<file path="config.mk">
export PLATFORM = sky130hd
export DESIGN_NAME = load_store_unit
export DESIGN_NICKNAME = d
export VERILOG_FILES = /design/src/rtl/load_store_unit.sv
export SDC_FILE = /design/constraint.sdc
export NUM_CORES = 1
export LEC_CHECK = 0
export BUFFER_PORTS_ARGS = -buffer_cell sky130_fd_sc_hd__buf_2
export CORE_MARGIN = 2
export CORE_UTILIZATION = 46
export DETAILED_ROUTE_END_ITERATION = 16
export HOLD_SLACK_MARGIN = 0.15
export PLACE_DENSITY = 0.75
export SYNTH_ARGS = -nofsm -noshare
export SYNTH_HDL_FRONTEND = slang
export SYNTH_SLANG_ARGS = --single-unit
</file>
<file path="constraint.sdc">
create_clock -name clk -period 4.85 [get_ports clk]
set_input_delay 0.2425 -clock clk [delete_from_list [all_inputs] [get_ports clk]]
set_output_delay 0.2425 -clock clk [all_outputs]
set_load 0.005 [all_outputs]
</file>
<file path="src/rtl/load_store_unit.sv">
// Load/store unit: aligns RV32 byte/half/word accesses onto a 32-bit word bus and sign/zero-extends loads.
// Latency k+2 cycles (accept, k BUSY cycles until mem_ack, DONE); Stall holds the pipeline meanwhile, and a bus timeout faults.
module load_store_unit #(
  parameter int TIMEOUT_CYCLES = 16
) (
  input  logic        clk,
  input  logic        rst,
  input  logic        Load,
  input  logic        Store,
  input  logic [2:0]  AddressingControl,
  input  logic [31:0] ALUResult,
  input  logic [31:0] WriteData,
  output logic [31:0] ReadData,
  output logic        Stall,
  output logic        AccessFault,
  output logic        mem_req,
  output logic        mem_we,
  output logic [31:0] mem_addr,
  output logic [31:0] mem_wdata,
  output logic [3:0]  mem_be,
  input  logic        mem_ack,
  input  logic [31:0] mem_rdata
);
  typedef enum logic [1:0] {IDLE, BUSY, DONE} state_t;
  localparam int CW = $clog2(TIMEOUT_CYCLES + 1);

  state_t        state_q, state_d;
  logic [31:0]   addr_q, addr_d, wdata_q, wdata_d, rdata_q, rdata_d;
  logic [2:0]    code_q, code_d;
  logic [3:0]    be_q, be_d;
  logic          we_q, we_d, fault_q, fault_d;
  logic [CW-1:0] cnt_q, cnt_d;

  logic          req_vld, illegal, misaligned, legal;
  logic [3:0]    lane_be;
  logic [31:0]   lane_wdata, shifted, load_val;

  // Request decode; Store wins when both are raised, so its code table applies.
  always_comb begin
    req_vld = Load | Store;
    if (Store)
      illegal = !(AddressingControl == 3'b000 || AddressingControl == 3'b001 ||
                  AddressingControl == 3'b010);
    else
      illegal = !(AddressingControl == 3'b000 || AddressingControl == 3'b001 ||
                  AddressingControl == 3'b010 || AddressingControl == 3'b100 ||
                  AddressingControl == 3'b101);
    misaligned = (AddressingControl[1:0] == 2'b01 && ALUResult[0]) ||
                 (AddressingControl[1:0] == 2'b10 && ALUResult[1:0] != 2'b00);
    legal = req_vld && !illegal && !misaligned;

    case (AddressingControl[1:0])
      2'b00:   begin lane_be = 4'b0001 << ALUResult[1:0]; lane_wdata = {4{WriteData[7:0]}}; end
      2'b01:   begin lane_be = 4'b0011 << ALUResult[1:0]; lane_wdata = {2{WriteData[15:0]}}; end
      default: begin lane_be = 4'b1111;                   lane_wdata = WriteData; end
    endcase
    if (!Store) lane_wdata = 32'h0;
  end

  always_comb begin
    shifted = mem_rdata >> {addr_q[1:0], 3'b000};
    case (code_q)
      3'b000:  load_val = {{24{shifted[7]}}, shifted[7:0]};
      3'b001:  load_val = {{16{shifted[15]}}, shifted[15:0]};
      3'b100:  load_val = {24'h0, shifted[7:0]};
      3'b101:  load_val = {16'h0, shifted[15:0]};
      default: load_val = mem_rdata;
    endcase
  end

  always_comb begin
    state_d = state_q;
    addr_d  = addr_q;
    wdata_d = wdata_q;
    rdata_d = rdata_q;
    code_d  = code_q;
    be_d    = be_q;
    we_d    = we_q;
    cnt_d   = cnt_q;
    fault_d = 1'b0;
    case (state_q)
      IDLE: begin
        if (legal) begin
          state_d = BUSY;
          addr_d  = ALUResult;
          code_d  = AddressingControl;
          we_d    = Store;
          be_d    = lane_be;
          wdata_d = lane_wdata;
          cnt_d   = '0;
        end else if (req_vld) begin
          fault_d = 1'b1;
        end
      end
      BUSY: begin
        // An ack on the final allowed cycle still completes the access.
        if (mem_ack) begin
          state_d = DONE;
          if (!we_q) rdata_d = load_val;
        end else begin
          cnt_d = cnt_q + CW'(1);
          if (cnt_q == CW'(TIMEOUT_CYCLES - 1)) begin
            state_d = IDLE;
            fault_d = 1'b1;
          end
        end
      end
      default: state_d = IDLE;
    endcase
  end

  always_ff @(posedge clk or posedge rst) begin
    if (rst) begin
      state_q <= IDLE;
      addr_q  <= '0;
      wdata_q <= '0;
      rdata_q <= '0;
      code_q  <= '0;
      be_q    <= '0;
      we_q    <= 1'b0;
      cnt_q   <= '0;
      fault_q <= 1'b0;
    end else begin
      state_q <= state_d;
      addr_q  <= addr_d;
      wdata_q <= wdata_d;
      rdata_q <= rdata_d;
      code_q  <= code_d;
      be_q    <= be_d;
      we_q    <= we_d;
      cnt_q   <= cnt_d;
      fault_q <= fault_d;
    end
  end

  assign mem_req     = (state_q == BUSY);
  assign mem_we      = (state_q == BUSY) && we_q;
  assign mem_addr    = {addr_q[31:2], 2'b00};
  assign mem_wdata   = wdata_q;
  assign mem_be      = be_q;
  assign ReadData    = rdata_q;
  assign AccessFault = fault_q;
  assign Stall       = (state_q == BUSY) || (state_q == IDLE && legal);
endmodule

</file>
==> reports/results.tsv <==
metric	value	unit
status	finished, final reports clean	
Synth Instances	571	
cts bufs inserted	9	
RSZ-0062 raised after global routing	false	
std cell rows	40	
port buffer count	205	
r2r endpoint	ReadData[23]	
Worst-Margin Slew	0.948	ns
deepest clock path buffer count	2	
half-perimeter wire length after detailed placement	10100	um
share of the synthesized area in the top cell type	48.7	%
Detailed Routing Iterations Pass 1	4	
Logic pwr share	33.5	%
CTS tree	done	
clock share of power	22.0	%
routed length per instance	15.8	um
vias in the first global route	4773	
Crit path largest cell delay	0.80	ns
switching share of power	32.7	%
# DRC	0	
area of the multi-input gates	2520	um^2
# fillers	1075	
# H-tree levels	3	
GRT Total Usage	22.4	%
critical path data arrival time	2.21	ns
fin nets	860	
Worst EP required	4.61	ns
Yosys top cell by area	dfrtp_1	
reg2reg setup slack	2.52	ns
Final Cycle Share	50.7	%
part of the power in registers	44.5	%
slowest cell on the critical path	o221ai_4	
I/O Pins	208	
clk_skew	0.00635	ns
Root Buffer	clkbuf_16	
Die H	116	um
Worst R2R Path Depth	4	
most frequent CP cell	buf_2	
die extent in x	116	um
Worst setup SP type	input port	
worst hold path type	in -> reg	
Worst-path clk slew	0.07	ns
Synth area leaders	dfrtp_1, mux2_4, nand2_1	
core box area	12100	um^2
initial antenna violation count	0	
Crit Path Category	in -> out	
clock latency on the worst-skew pair	0.34	ns
relative slew slack	36.8	%
Distinct cells, synth	40	
crit path cell chain	buf_2, a221oi_2, o221ai_4, o21ai_0, buf_2	
Final ANT Viol Nets	0	
r2r startpoint	addr_q[0]	
Power Dens Cells	468	nW/um^2
via count	4699	
Setup-failing EPs final	0	
Sw Pwr	1.11	mW
routability cong.	0.845	
Tmin final	2.46	ns
Layout area overhead	25.6	%
full die area	13400	um^2
setup_tns	0	ns
Buf/Inv on CP	2	
TritonCTS Sinks	112	
Final Hold Viols	0	
Starting Density	47.5	%
vias per cell	5.07	
top_reg_cell synth	dfrtp_1	
grt ovf	0	
CP top delay family	compound AO/OA/AOI/OAI gates	
register area	2800	um^2
Layout Utilization	59.7	%
Mapped Avg Cell Area	10.1	um^2
Peak VDD IR	0.000274	V
leak pwr	3.69	nW
Final Routed Wirelength	14700	um
Min-Delay Path Depth	3	
first-pass GRT wire length	23500	um
P_int	2.28	mW
EDFF count, synth	0	
Post-Synthesis Cell Area	5750	um^2
Yosys reg bits	112	
total of max-cap violations	0	
post-CTS setup buffer count	0	
largest net degree at the start of global routing	90	
CP Max Fanout	36	
asr flop ratio synth	100	%
Max Slew Vio Count	0	
Fmax achieved	407	MHz
initial DRC count	280	
Yosys warnings	0	
sequential area share after synthesis	48.7	%
crit end category	output port	
hold endpoint	mem_wdata[1]	
share of cells above drive strength 1	37.6	%
hold_sp	WriteData[1]	
-- worst min-delay path: stages --
cell and delay, ns:
buf_2 0.12, nand2_1 0.06, o21ai_1 0.05
-- what timing repair did --
item | in CTS | in global routing
hold buffers | 31 | 0
endpoints found under the setup margin | 0 | 0
gates resized for setup | 0 | 0
endpoints found under the hold margin | 96 | 0
-- power groups by stage --
stage	sequential (mW)	combinational [mW]	clock, mW
after floorplan	1.45	0.801	0
after global placement	1.50	1.08	0
after detailed placement	1.52	1.12	0
after CTS	1.51	1.14	0.755
after global routing	1.55	1.28	0.797
final	1.51	1.13	0.743
-- sequential cells by signal (all words and copies together), names as in the netlist --
| signal | flops |
|---|---|
| AccessFault | 1 |
| ReadData | 32 |
| addr_q | 32 |
| cnt_q | 5 |
| code_q | 3 |
| mem_be | 4 |
| mem_wdata | 32 |
| state_q | 2 |
| we_q | 1 |
-- cell usage after synthesis (15+ instances only) --
cell type and count:
mux2_4 36, nand3_1 35, o21ai_1 26, dfrtp_1 112, mux2i_1 18, nor2_1 21, clkbuf_1 16, mux2_2 16
a21oi_1 16, buf_4 32, nand2_1 111, buf_2 15, o21ai_0 52
-- routing by layer --
| layer | track usage, % | vias up | share of wire, % |
|---|---|---|---|
| li1 | - | 2262 | - |
| met1 | 28.3 | 2210 | 42 |
| met2 | 37.3 | 203 | 48 |
| met3 | 4.65 | 24 | 7.3 |
| met4 | 9.76 | 0 | 2.3 |
| met5 | 0 | - | 0 |
-- worst max path at each step --
| stage | cells past startpoint | startpoint | slack [ns] | to |
|---|---|---|---|---|
| 2_1_floorplan | 1 | rst | 1.65 | AccessFault |
| 3_3_place_gp | 5 | Store | 2.23 | addr_q[12] |
| 4_1_cts | 5 | Store | 2.40 | Stall |
| 6_report | 5 | Store | 2.39 | Stall |
| 3_5_place_dp | 5 | Store | 2.15 | addr_q[22] |
| 5_1_grt | 5 | Store | 2.19 | Stall |
-- cell usage in the layout (no fill, tap or decap), types with 3 or more instances in the layout --
cell           instances
buf_2                205
dfrtp_1              112
nand2_1              111
o21ai_0               52
mux2_4                36
nand3_1               35
dlygate4sd3_1         31
o21ai_1               26
nor2_1                21
mux2i_1               18
a21oi_1               16
mux2_2                16
and2_1                 9
nand3b_1               9
clkbuf_16              9
nand2b_1               7
nor2b_1                5
buf_4                  4
inv_1                  3
clkinv_2               3
-- stage by stage --
stage | hold slack [ns] | power (mW) | setup slack, ns | instance area [um^2] | std cells
6_report | 0.168 | 3.38 | 2.39 | 7230 | 927
5_1_grt | 0.168 | 3.63 | 2.19 | 7220 | 926
4_1_cts | 0.153 | 3.40 | 2.40 | 7220 | 926
3_5_place_dp | 0.461 | 2.64 | 2.15 | 6630 | 880
3_3_place_gp | 0.446 | 2.59 | 2.23 | 6630 | 880
2_1_floorplan | 0.378 | 2.25 | 1.65 | 5760 | 572
-- area by class of cell --
class	instances	share of cell area, %
flip-flops and latches	112	38.8
multi-input cells	386	34.9
repair buffers	241	19.2
clock buffers	11	3.36
well taps	168	2.91
clock inverters	4	0.623
inverters	4	0.242
diodes	1	0.0346
-- cells by family after synthesis --
family                   share of synthesized area (%)
flip-flops                                        48.7
adder cells (fa/ha/maj)                          0.435
buffers and inverters                             8.03
XOR/XNOR                                         0.305
AO/OA/AOI/OAI                                     9.55
AND/OR/NAND/NOR                                   16.9
multiplexers                                      16.1
other                                           0.0652
Power figures use the tool's default switching activity.
